$ cat src/rtl/smm_pkg.sv
// Shared constants and types for the Strassen 2x2 multiply scheduler.
package smm_pkg;
    localparam int DATAWIDTH = 32;
    localparam int BUSWIDTH  = 4 * DATAWIDTH;
    localparam int SMM_LAT   = 2;

    typedef enum logic {
        MODE_FULL = 1'b0,
        MODE_PART = 1'b1
    } smm_mode_e;

    // Block i of a packed 2x2 matrix starts at bit i*dw (0..3 = m00,m01,m10,m11).
    function automatic int blk_lsb(int blk, int dw);
        return blk * dw;
    endfunction
endpackage

$ cat src/rtl/smm_rsp_fifo.sv
// Synchronous response FIFO with occupancy count; pop on empty is ignored.
module smm_rsp_fifo #(
    parameter int W     = 8,
    parameter int DEPTH = 4
) (
    input  logic                       clk,
    input  logic                       rst,
    input  logic                       push,
    input  logic [W-1:0]               wdata,
    input  logic                       pop,
    output logic [W-1:0]               rdata,
    output logic                       valid,
    output logic [$clog2(DEPTH):0]     count
);
    localparam int AW = $clog2(DEPTH);

    logic [W-1:0]  mem [DEPTH];
    logic [AW-1:0] wr_ptr, rd_ptr;
    logic          do_pop;

    assign do_pop = pop && (count != '0);
    assign valid  = (count != '0);
    assign rdata  = mem[rd_ptr];

    // Storage is cleared too so the read port shows zero straight out of reset.
    always_ff @(posedge clk) begin
        if (rst) begin
            wr_ptr <= '0;
            rd_ptr <= '0;
            count  <= '0;
            for (int i = 0; i < DEPTH; i++) mem[i] <= '0;
        end else begin
            if (push) begin
                mem[wr_ptr] <= wdata;
                wr_ptr      <= wr_ptr + 1'b1;
            end
            if (do_pop) rd_ptr <= rd_ptr + 1'b1;
            count <= count + (AW+1)'(push) - (AW+1)'(do_pop);
        end
    end
endmodule

$ cat src/rtl/smm_sched.sv
// Round-robin scheduler feeding one shared Strassen 2x2 unit; tracks jobs
// through its two-edge pipeline and returns tagged results via a credited FIFO.
module smm_sched #(
    parameter int DATAWIDTH = smm_pkg::DATAWIDTH,
    parameter int BUSWIDTH  = 4 * DATAWIDTH,
    parameter int NREQ      = 2,
    parameter int RSP_DEPTH = 4,
    parameter int IDW       = $clog2(NREQ)
) (
    input  logic                     clk,
    input  logic                     rst,
    input  logic [NREQ-1:0]          req_valid,
    output logic [NREQ-1:0]          req_ready,
    input  logic [NREQ-1:0]          req_mode,
    input  logic [NREQ*BUSWIDTH-1:0] req_a,
    input  logic [NREQ*BUSWIDTH-1:0] req_b,
    output logic [BUSWIDTH-1:0]      smm_a,
    output logic [BUSWIDTH-1:0]      smm_b,
    output logic                     smm_load,
    output logic                     smm_sel,
    input  logic [BUSWIDTH-1:0]      smm_c,
    output logic                     rsp_valid,
    input  logic                     rsp_ready,
    output logic [IDW-1:0]           rsp_id,
    output logic [BUSWIDTH-1:0]      rsp_data
);
    import smm_pkg::*;

    localparam int CW = $clog2(RSP_DEPTH) + 1;

    logic [IDW-1:0]              rr_ptr;
    logic [IDW-1:0]              win;
    logic                        have_win;
    logic                        mode_ok;
    logic                        credit_ok;
    logic                        issue;
    logic [SMM_LAT:1]            vld_pipe;
    logic [SMM_LAT:1][IDW-1:0]   id_pipe;
    logic [CW-1:0]               fifo_count;
    logic [CW:0]                 used;
    logic [IDW+BUSWIDTH-1:0]     fifo_rdata;
    int                          j;

    always_comb begin
        have_win = 1'b0;
        win      = '0;
        j        = 0;
        for (int i = 0; i < NREQ; i++) begin
            j = int'(rr_ptr) + i;
            if (j >= NREQ) j = j - NREQ;
            if (!have_win && req_valid[IDW'(j)]) begin
                have_win = 1'b1;
                win      = IDW'(j);
            end
        end
    end

    // Every job already issued but not yet popped holds a FIFO slot in reserve.
    assign used      = {1'b0, fifo_count} + (CW+1)'(vld_pipe[1]) + (CW+1)'(vld_pipe[SMM_LAT]);
    assign credit_ok = used < (CW+1)'(RSP_DEPTH);
    assign mode_ok   = req_mode[win] == smm_sel;
    assign issue     = have_win && mode_ok && credit_ok;

    assign req_ready = issue ? (NREQ'(1) << win) : '0;
    assign smm_load  = issue;
    assign smm_a     = have_win ? req_a[win*BUSWIDTH +: BUSWIDTH] : '0;
    assign smm_b     = have_win ? req_b[win*BUSWIDTH +: BUSWIDTH] : '0;

    // sel only moves when nothing sits between load and C_out capture.
    always_ff @(posedge clk) begin
        if (rst) begin
            rr_ptr   <= '0;
            vld_pipe <= '0;
            id_pipe  <= '0;
            smm_sel  <= MODE_FULL;
        end else begin
            vld_pipe <= {vld_pipe[SMM_LAT-1:1], issue};
            id_pipe  <= {id_pipe[SMM_LAT-1:1], win};
            if (issue)
                rr_ptr <= (win == IDW'(NREQ-1)) ? '0 : win + 1'b1;
            else if (have_win && !mode_ok && !vld_pipe[1])
                smm_sel <= req_mode[win];
        end
    end

    smm_rsp_fifo #(
        .W     (IDW + BUSWIDTH),
        .DEPTH (RSP_DEPTH)
    ) u_fifo (
        .clk   (clk),
        .rst   (rst),
        .push  (vld_pipe[SMM_LAT]),
        .wdata ({id_pipe[SMM_LAT], smm_c}),
        .pop   (rsp_ready),
        .rdata (fifo_rdata),
        .valid (rsp_valid),
        .count (fifo_count)
    );

    assign rsp_id   = fifo_rdata[IDW+BUSWIDTH-1 -: IDW];
    assign rsp_data = fifo_rdata[BUSWIDTH-1:0];
endmodule

$ cat config.mk
export PLATFORM = sky130hd
export DESIGN_NAME = smm_sched
export DESIGN_NICKNAME = d
export VERILOG_FILES = /design/src/rtl/smm_pkg.sv /design/src/rtl/smm_rsp_fifo.sv /design/src/rtl/smm_sched.sv
export SDC_FILE = /design/constraint.sdc
export NUM_CORES = 1
export LEC_CHECK = 0
export ABC_AREA = 1
export CORE_AREA = 5 5 406 408
export DETAILED_ROUTE_END_ITERATION = 8
export DIE_AREA = 0 0 411 413
export PLACE_DENSITY = 0.49
export REMOVE_ABC_BUFFERS = 1
export SLEW_MARGIN = 20
export SYNTH_ARGS = -nofsm -noshare
export SYNTH_HDL_FRONTEND = slang
export SYNTH_SLANG_ARGS = --single-unit
$ cat constraint.sdc
create_clock -name clk -period 11.3 [get_ports clk]
set_input_delay 2.26 -clock clk [delete_from_list [all_inputs] [get_ports clk]]
set_output_delay 2.26 -clock clk [all_outputs]
set_load 0.01 [all_outputs]
## Yosys cells after proc, flatten, opt, wreduce, memory -nomap -nowiden

Memory sizes are Yosys's and may differ from the RTL's. A register that Yosys moved wholly into a read port is not among the register bits.
Cells that the tools add are included.

| word-level totals | value |
|---|---|
| RAM bits | 516 |
| output and inout port bits | 390 |
| memories | 1 |
| register bits after elaboration | 13 |
| input bits | 647 |

| operators by class | value |
|---|---|
| bitwise gates (word level) | 1 |
| muxes and demuxes | 26 |
| add/subtract/negate cells | 10 |
| shift operators | 3 |
| equality and inequality tests | 1 |
| reductions and logical operators | 12 |
| $lt $le $gt $ge | 6 |

Memory list:

| memory | depth | bits a word | read ports | clocked after memory_dff | wr ports | line | RTL |
|---|---|---|---|---|---|---|---|
| u_fifo.mem | 4 | 129 | 1 | 1 | 4 | smm_rsp_fifo.sv:17 | `logic [W-1:0] mem [DEPTH];` |

Operators with widths:

| operator | count |
|---|---|
| 256-bit by 9-bit variable part select with 128-bit output | 2 |
| 128-bit two-way mux | 2 |
| 129-bit two-way mux | 1 |
| 129-bit OR reduction | 1 |
| 1-bit two-way mux | 19 |
| 2-bit two-way mux | 4 |
| 1-bit logical AND | 6 |
| 1-bit by 3-bit less-than comparator with 1-bit output (second input constant) | 2 |
| 2-bit by 1-bit adder with 2-bit output (second input constant) | 2 |
| 3-bit by 1-bit adder with 4-bit output | 1 |
| 4-bit by 1-bit adder with 4-bit output | 1 |
| 4-bit by 3-bit less-than comparator with 1-bit output (second input constant) | 1 |
| 3-bit by 1-bit adder with 3-bit output | 1 |
| 1-bit logical NOT | 3 |
| 3-bit nonzero test | 1 |
| 3-bit by 1-bit subtractor with 3-bit output | 1 |
| 1-bit by 1-bit adder with 2-bit output (second input constant) | 1 |
| 1-bit by 2-bit >= comparator with 1-bit output (second input constant) | 1 |
| 2-bit >= comparator (second input constant) | 1 |
| 1-bit by 2-bit less-than comparator with 1-bit output (second input constant) | 1 |
| 2-bit AND reduction | 1 |
| 1-bit by 1-bit << shifter with 2-bit output (first input constant) | 1 |
| 1-bit subtractor (second input constant) | 2 |
| 1-bit adder (second input constant) | 1 |
| other kinds (2) | 2 |

## Logic depth before layout (Yosys ltp)

| logic depth | value |
|---|---|
| depth in word-level cells | 16 |
| gate-level depth with buffers | 10 |

## By module

A second synthesis with hierarchy kept.

| second synthesis, totals | value |
|---|---|
| cells, all modules | 3030 |
| area total of the unflattened synthesis | 26684.3 um^2 |

Modules (own cells, without submodules):

| module | area an instance (um^2) | cells each | instances | seq. area each (um^2) |
|---|---|---|---|---|
| smm_rsp_fifo | 22604.2 | 2135 | 1 | 15675.0 |
| smm_sched | 4080.2 | 895 | 1 | 120.1 |

## Worst setup path before layout

Ideal clock, no wire load.

| path | value |
|---|---|
| path kind | reg-to-reg |
| start | register u_fifo.wr_ptr[0] |
| end | memory u_fifo.mem[1][0] in the netlist's numbering, enable pin |
| stages on the path, launching flop included | 4 |
| data required time | 10504 ps |
| slack | 758 ps |
| arrival | 9747 ps |
| cells stage by stage | dfxtp_1 > nand2_1 > clkbuf_1 > o21ai_0 |

RTL lines:

| what | line | RTL |
|---|---|---|
| start, declared | smm_rsp_fifo.sv:18 | `logic [AW-1:0] wr_ptr, rd_ptr;` |
| start signal, assigned | smm_rsp_fifo.sv:35 | `wr_ptr <= wr_ptr + 1'b1;` |
| end, declared | smm_rsp_fifo.sv:17 |  |

## Final worst setup path

| path | value |
|---|---|
| start | input req_valid[0] |
| end | output smm_b[106] |

| between the ends | value |
|---|---|
| word-level cells in the longest chain between the ends | 8 |
| elaborated cells on any way between the ends | 12 |
| those cells by class | shift: 1; mux: 9; reduce/logical: 2 |

RTL lines:

| what | line | RTL |
|---|---|---|
| start, declared | smm_sched.sv:12 | `input logic [NREQ-1:0] req_valid,` |
| 1-bit two-way mux (not written as such) (2 in a row) | smm_sched.sv:51 | `if (!have_win && req_valid[IDW'(j)]) begin` |
| 1-bit two-way mux | smm_sched.sv:51 |  |
| 1-bit logical NOT | smm_sched.sv:51 |  |
| 1-bit logical AND | smm_sched.sv:51 |  |
| 1-bit two-way mux | smm_sched.sv:51 |  |
| 256-bit by 9-bit variable part select with 128-bit output | smm_sched.sv:67 | `assign smm_b = have_win ? req_b[win*BUSWIDTH +: BUSWIDTH] : '0;` |
| 128-bit two-way mux * | smm_sched.sv:67 |  |
| end, declared | smm_sched.sv:18 | `output logic [BUSWIDTH-1:0] smm_b,` |

Mark *: on every way between the ends. The rest lies on a longest branch, timed or not. The select of a mux whose other input is x is not followed.

==> flow_summary_export.csv <==
group,metric,value,unit
status,status,"finished clean",
final_layout,utilization,25.1,%
drt,drc,0,
synth,ys_warn_count,0,
sta,fin_tns_setup,0,ps
final_layout,fillers,17526,
synth,syn-instance-count,2914,
sta,setup_viol,0,
drt,top_layer,"met5",
grt,grt_max_degree,170,
worst_setup_path,crit_chain,"buf_6 > buf_12 > o21ai_0 > nor2_1 > clkdlybuf4s50_1",
synth,synth_seq_cells,531,
worst_setup_path,slowest_delay,1100,ps
sta,fin_crit_sh,67.0,%
worst_setup_path,reg2reg_depth,7,
worst_setup_path,r2r-start,"vld_pipe[2]",
floorplan,die_y,413,um
placed_design,numPortBuffers,1035,
sta,fin_skew,53.9,ps
floorplan,num_io_pins,1037,
clocking,cts_tree,"done",
sta,max_clock_freq,132,MHz
sta,whs,425,ps
clocking,clock_path_buffers,3,
placed_design,gp_congestion,1.00,
worst_setup_path,path_buf_inv,3,
sta,finalHoldViolCount,0,
drt,first_iter_violations,2226,
final_layout,multiInputGateArea,8780,um^2
grt,first_global_vias,24457,
drt,wirelength,189000,um
worst_setup_path,path_max_fanout,169,
pwr,peakVddDrop,0.133,mV
sta,drv_slew,0,
drt,met3WireLength,28700,um
grt,gr-total-overflow,0,
sta,layout_setup_ws,3730,ps
synth,mappedNetlistArea,26300,um^2
drt,dr_wl_met2,80600,um
worst_setup_path,crit_family,"buffers and inverters",
worst_setup_path,cp-start-kind,"input pin",
worst_setup_path,end_kind,"primary output",
grt,grt_pass1_wl,239000,um
clocking,cts.sinks,531,
clocking,cts_setup_buffers,0,
floorplan,initial_core_util,16.3,%
floorplan,dieArea,170000,um^2
pwr,power.leakage,15.0,nW
pwr,finalPower,6.77,mW
final_layout,syn_to_final_growth,53.9,%
hold_path,hold_class,"flip-flop to flip-flop",
clocking,cts_root_buf,"clkbuf_16",
sta,fin_crit,7570,ps
synth,synth_largest_area_cell,"edfxtp_1",
clocking,cts_resized,0,
grt,antenna_found_initial,54,
worst_setup_path,worstPathRequired,9040,ps
sta,grt_setup_unrepaired,"false",
drt,dr.pass1.iters,6,
final_layout,drive_above_1_share,3.43,%
clocking,clock_latency,650,ps
worst_setup_path,slowest_stage,"clkdlybuf4s50_1",
worst_setup_path,worstSetupPathDepth,5,
drt,via_per_inst,4.22,
sta,worst_slew_pin_slew,1030,ps
synth,netlist_top_cells_area,"edfxtp_1, nor2_1, o21ai_0",
synth,synth_cell_types,27,
placed_design,hpwl,147000,um
synth,seq_area_frac_synth,60.1,%
clocking,postCtsHoldBufs,0,
floorplan,die-width,411,um
sta,slew_headroom,31.0,%
worst_setup_path,regToRegEndpoint,"u_fifo.mem[0][63]",
worst_setup_path,rrSetupSlack,7830,ps
final_layout,final-seq-area,15800,um^2
floorplan,rows,148,
synth,syn_avg_cell_area,9.02,um^2
hold_path,hold_depth,2,
clocking,clkTransAtPathRegs,70,ps
worst_setup_path,crit_type,"input pin to primary output",
drt,postRouteAntennaNets,0,
worst_setup_path,worstSetupStartpoint,"req_valid[0]",
synth,synth_top_area_share,58.9,%
pwr,powerDensity,167,nW/um^2
drt,wl_met1,74500,um
final_layout,layout.nets,4449,
clocking,h-tree-depth,2,
placed_design,dp_slack,3850,ps
floorplan,coreArea,161000,um^2
worst_setup_path,arrival,5310,ps
flow_run,maxCapViolations,0,
clocking,cts_buffers,59,
worst_setup_path,crit_end,"smm_b[106]",
drt,avgRoutedWirePerCell,31.3,um
grt,grt_usage,21.2,%
drt,dr_total_vias,25506,
tightest hold or removal path: cells and delay by family (launching register included):
| kind | cells | cell delay [ps] |
|---|---|---|
| and+or+nand+nor | 1 | 30 |
| DFF | 1 | 300 |
| buffers and inverters | 1 | 40 |
cells in the mapped netlist:
master    number
a21boi_0       1
a21oi_1        4
a31oi_1        1
buf_1          3
buf_2        105
buf_4          3
buf_6         23
clkbuf_1     104
clkbuf_2       3
dfxtp_1       15
edfxtp_1     516
fa_1           1
ha_1           4
inv_1        148
inv_2          2
nand2_1       17
nand2_2        2
nand3_1        8
nand3b_1       1
nor2_1      1170
nor2_2         1
nor2_4         1
nor3_1       131
o21ai_0      499
o21ai_1       21
o22ai_1      129
xnor2_1        1
report_power, final:
part	switching, mW	internal (mW)	total (mW)
sequential	0.0591	2.25	2.31
combinational	1.62	0.980	2.60
clock	0.829	1.04	1.86
through the flow:
step	cells	instance area [um^2]
final	6048	40500
after CTS	6023	40400
after global routing	6027	40400
after floorplan	2673	25100
after global placement	5911	38500
after detailed placement	5911	38500
metal layers:
metal | vias to the layer above | GRT usage (%)
met5 | - | 0
met1 | 12565 | 25.8
met4 | 30 | 5.11
met2 | 1044 | 31.7
met3 | 179 | 13.0
li1 | 11688 | -
worst min-delay path by stage:
stage / from / end / slack [ps]
after floorplan: id_pipe[0] / id_pipe[1] / 390
after global placement: id_pipe[0] / id_pipe[1] / 410
after detailed placement: id_pipe[0] / id_pipe[1] / 400
after CTS: id_pipe[0] / id_pipe[1] / 430
after global routing: id_pipe[0] / id_pipe[1] / 450
final: id_pipe[0] / id_pipe[1] / 430
layout by cell type (no fill, tap or decap), types with 13 or more instances in the layout:
master and count:
buf_4 23, clkbuf_1 13, clkbuf_16 60, clkdlybuf4s50_1 1034, clkinv_2 14, diode_2 25
edfxtp_1 516, inv_1 146, nand2_1 14, nor2_1 1170, nor3_1 131, o21ai_0 497
o21ai_1 21, o22ai_1 129
flip-flops by register name, indices dropped and copies added (netlist names), named ones only:
register       cells
u_fifo.count       3
rr_ptr             1
id_pipe            2
u_fifo.rd_ptr      2
smm_sel            1
vld_pipe           2
u_fifo.mem       516
u_fifo.wr_ptr      2
cell type report:
| type | instances | share of cell area [%] |
|---|---|---|
| well taps | 2175 | 6.73 |
| inverters | 150 | 1.45 |
| clock buffers | 74 | 3.86 |
| repair buffers | 1063 | 26.3 |
| multi-input cells | 1992 | 21.7 |
| diodes | 25 | 0.155 |
| clock inverters | 38 | 0.758 |
| flip-flops and latches | 531 | 39.1 |
kinds of logic (layout without fill, tap and decap cells):
group	Yosys count	count (layout)	share of synthesized area [%]
DFF	531	531	60.1
other	0	25	0
adders and majority gates	5	5	0.266
xor gates and xnor gates	1	1	0.0333
buffers and inverters	391	1325	6.80
AOI/OAI and AO/OA	655	655	13.1
and+or+nand+nor	1331	1331	19.7
(Power assumes the default switching activity.)
==> RTL change (same flow settings) <==
Add an input register stage for `req_mode`, cleared by the reset; this delays it by one clock. The other inputs are not delayed to match.
--- a/src/rtl/smm_sched.sv
+++ b/src/rtl/smm_sched.sv
@@ -27,6 +27,16 @@
     import smm_pkg::*;
 
     localparam int CW = $clog2(RSP_DEPTH) + 1;
+
+    logic [NREQ-1:0] req_mode_q;
+
+    always_ff @(posedge clk) begin
+        if (rst) begin
+            req_mode_q <= '0;
+        end else begin
+            req_mode_q <= req_mode;
+        end
+    end
 
     logic [IDW-1:0]              rr_ptr;
     logic [IDW-1:0]              win;
@@ -58,7 +68,7 @@
     // Every job already issued but not yet popped holds a FIFO slot in reserve.
     assign used      = {1'b0, fifo_count} + (CW+1)'(vld_pipe[1]) + (CW+1)'(vld_pipe[SMM_LAT]);
     assign credit_ok = used < (CW+1)'(RSP_DEPTH);
-    assign mode_ok   = req_mode[win] == smm_sel;
+    assign mode_ok   = req_mode_q[win] == smm_sel;
     assign issue     = have_win && mode_ok && credit_ok;
 
     assign req_ready = issue ? (NREQ'(1) << win) : '0;
@@ -79,7 +89,7 @@
             if (issue)
                 rr_ptr <= (win == IDW'(NREQ-1)) ? '0 : win + 1'b1;
             else if (have_win && !mode_ok && !vld_pipe[1])
-                smm_sel <= req_mode[win];
+                smm_sel <= req_mode_q[win];
         end
     end
 
Formal check against the unedited RTL: not equivalent (a bounded check fails within 4 cycles, from zero or initial values and one cycle with rst high).
==> RTL change against the original RTL <==
Sequential cell count increased by 2; critical endpoint is now smm_b[11]; total power increased by 0.88%; final area increased by 0.34%; setup slack got worse by 0.097 ns; register-to-register slack got worse by 0.63 ns; synthesized area increased by 0.27%; combinational power decreased by 2%; fmax decreased by 1.3%; wire length increased by 14%.
==> RTL change: results <==
[cells_and_area]
diodes = 30
clkbuf_count = 75
multi_input_cells = 1994
buffers = 1069
nonClkBufAreaFrac_pct = 26.21
nNonClkInverters = 152
finalNetCount = 4463
clk_share_pct = 4.807
nFillCells = 17490
seq_area_sq_mm = 0.01585
drive_gt1_share_pct = 3.705
multi_input_area_sq_mm = 0.008776
synthToLayoutAreaGrowth_pct = 54.02

[timing]
worst_slew_pin_slew_ns = 1.378
skew_ns = 0.05148

[clocking]
clk_latency_ns = 0.64
numCtsBuffers = 61
cts_sinks = 533

[routing]
drt_iter0_markers = 2134
wire_per_inst_um = 35.38
dr_total_vias = 25660
route.top_layer_used = met5
wl_met2_mm = 93.28
drt-pass1-iter-count = 7
route.layer.met1.wl_mm = 87.15
detailroute.wirelength.met3_mm = 29.93

[global_routing]
grt_max_degree = 131
antenna_found_initial = 142
grtUsageTotal_pct = 24.14
grt_pass1_wl_mm = 267.2
grt_pass1_vias = 24700

[placed_design]
routabilityCongestion = 1.059
dp_hpwl_mm = 170.0
placed_cell_area_sq_mm = 0.03858

[synthesis]
synth.area.top_cells = edfxtp_1 59%, nor2_1 17%, o21ai_0 9.5%
synth_commonest_cells = 1172 x nor2_1, 516 x edfxtp_1, 502 x o21ai_0
ys_types = 25
synth.cell_area_sq_mm = 0.02636
yosysSeqAreaShare_pct = 60.07

[run_status]
outcome = finished clean

[power]
p_int_uw = 4314
p_leak_uw = 0.01504
ir_drop_mv = 0.1297

[critical_path]
path_max_fanout = 70
arrival_ns = 5.41
RTL change: changes by cell type after synthesis, sizes merged:
| cell | change |
|---|---|
| dfxtp | +2 |
| buf | -3 |
| nor2 | +2 |
| clkbuf | +3 |
| inv | +2 |
RTL change: through the flow:
step / std cells / setup WS, ns
floorplan: 2679 / -1.111
global placement: 5923 / 3.598
detailed placement: 5923 / 3.835
CTS: 6035 / 3.832
global route: 6039 / 3.707
finish: 6065 / 3.630
RTL change: per-layer routing:
metal	vias up	track usage [%]
li1	11730	-
met1	12540	29.59
met2	1086	37.39
met3	277	14.16
met4	20	3.529
met5	-	0
RTL change: power groups by stage:
stage | clock, uW | combinational [uW] | sequential (uW)
after floorplan | 0 | 818 | 2430
after global placement | 0 | 2580 | 2380
after detailed placement | 0 | 2560 | 2380
after CTS | 1990 | 2580 | 2340
after global routing | 2070 | 2700 | 2350
final | 1950 | 2550 | 2340
RTL change: worst max-delay path, stage by stage:
cell and delay, ns:
buf_6 0.45, buf_4 0.63, o21ai_0 0.20, nor2_1 0.97, clkdlybuf4s50_1 0.73
RTL change: logic make-up after synthesis:
family | count (synthesis) | share of synthesized area, %
buffers and inverters | 393 | 6.901
AO/OA/AOI/OAI | 655 | 13.06
adder cells (fa/ha/maj) | 5 | 0.2658
AND/OR/NAND/NOR | 1333 | 19.67
flip-flops | 533 | 60.07
XOR/XNOR | 1 | 0.03323
RTL change: path summary, 6_finish.rpt:
check        slack [ns]                         endpoint                    from
max                3.63                        smm_b[11]            req_valid[0]
min                0.45           vld_pipe[2]$_SDFF_PP0_  vld_pipe[1]$_SDFF_PP0_
max reg2reg        7.20  u_fifo.mem[0][93]$_SDFFCE_PN0P_  vld_pipe[2]$_SDFF_PP0_
min reg2reg        0.45           vld_pipe[2]$_SDFF_PP0_  vld_pipe[1]$_SDFF_PP0_
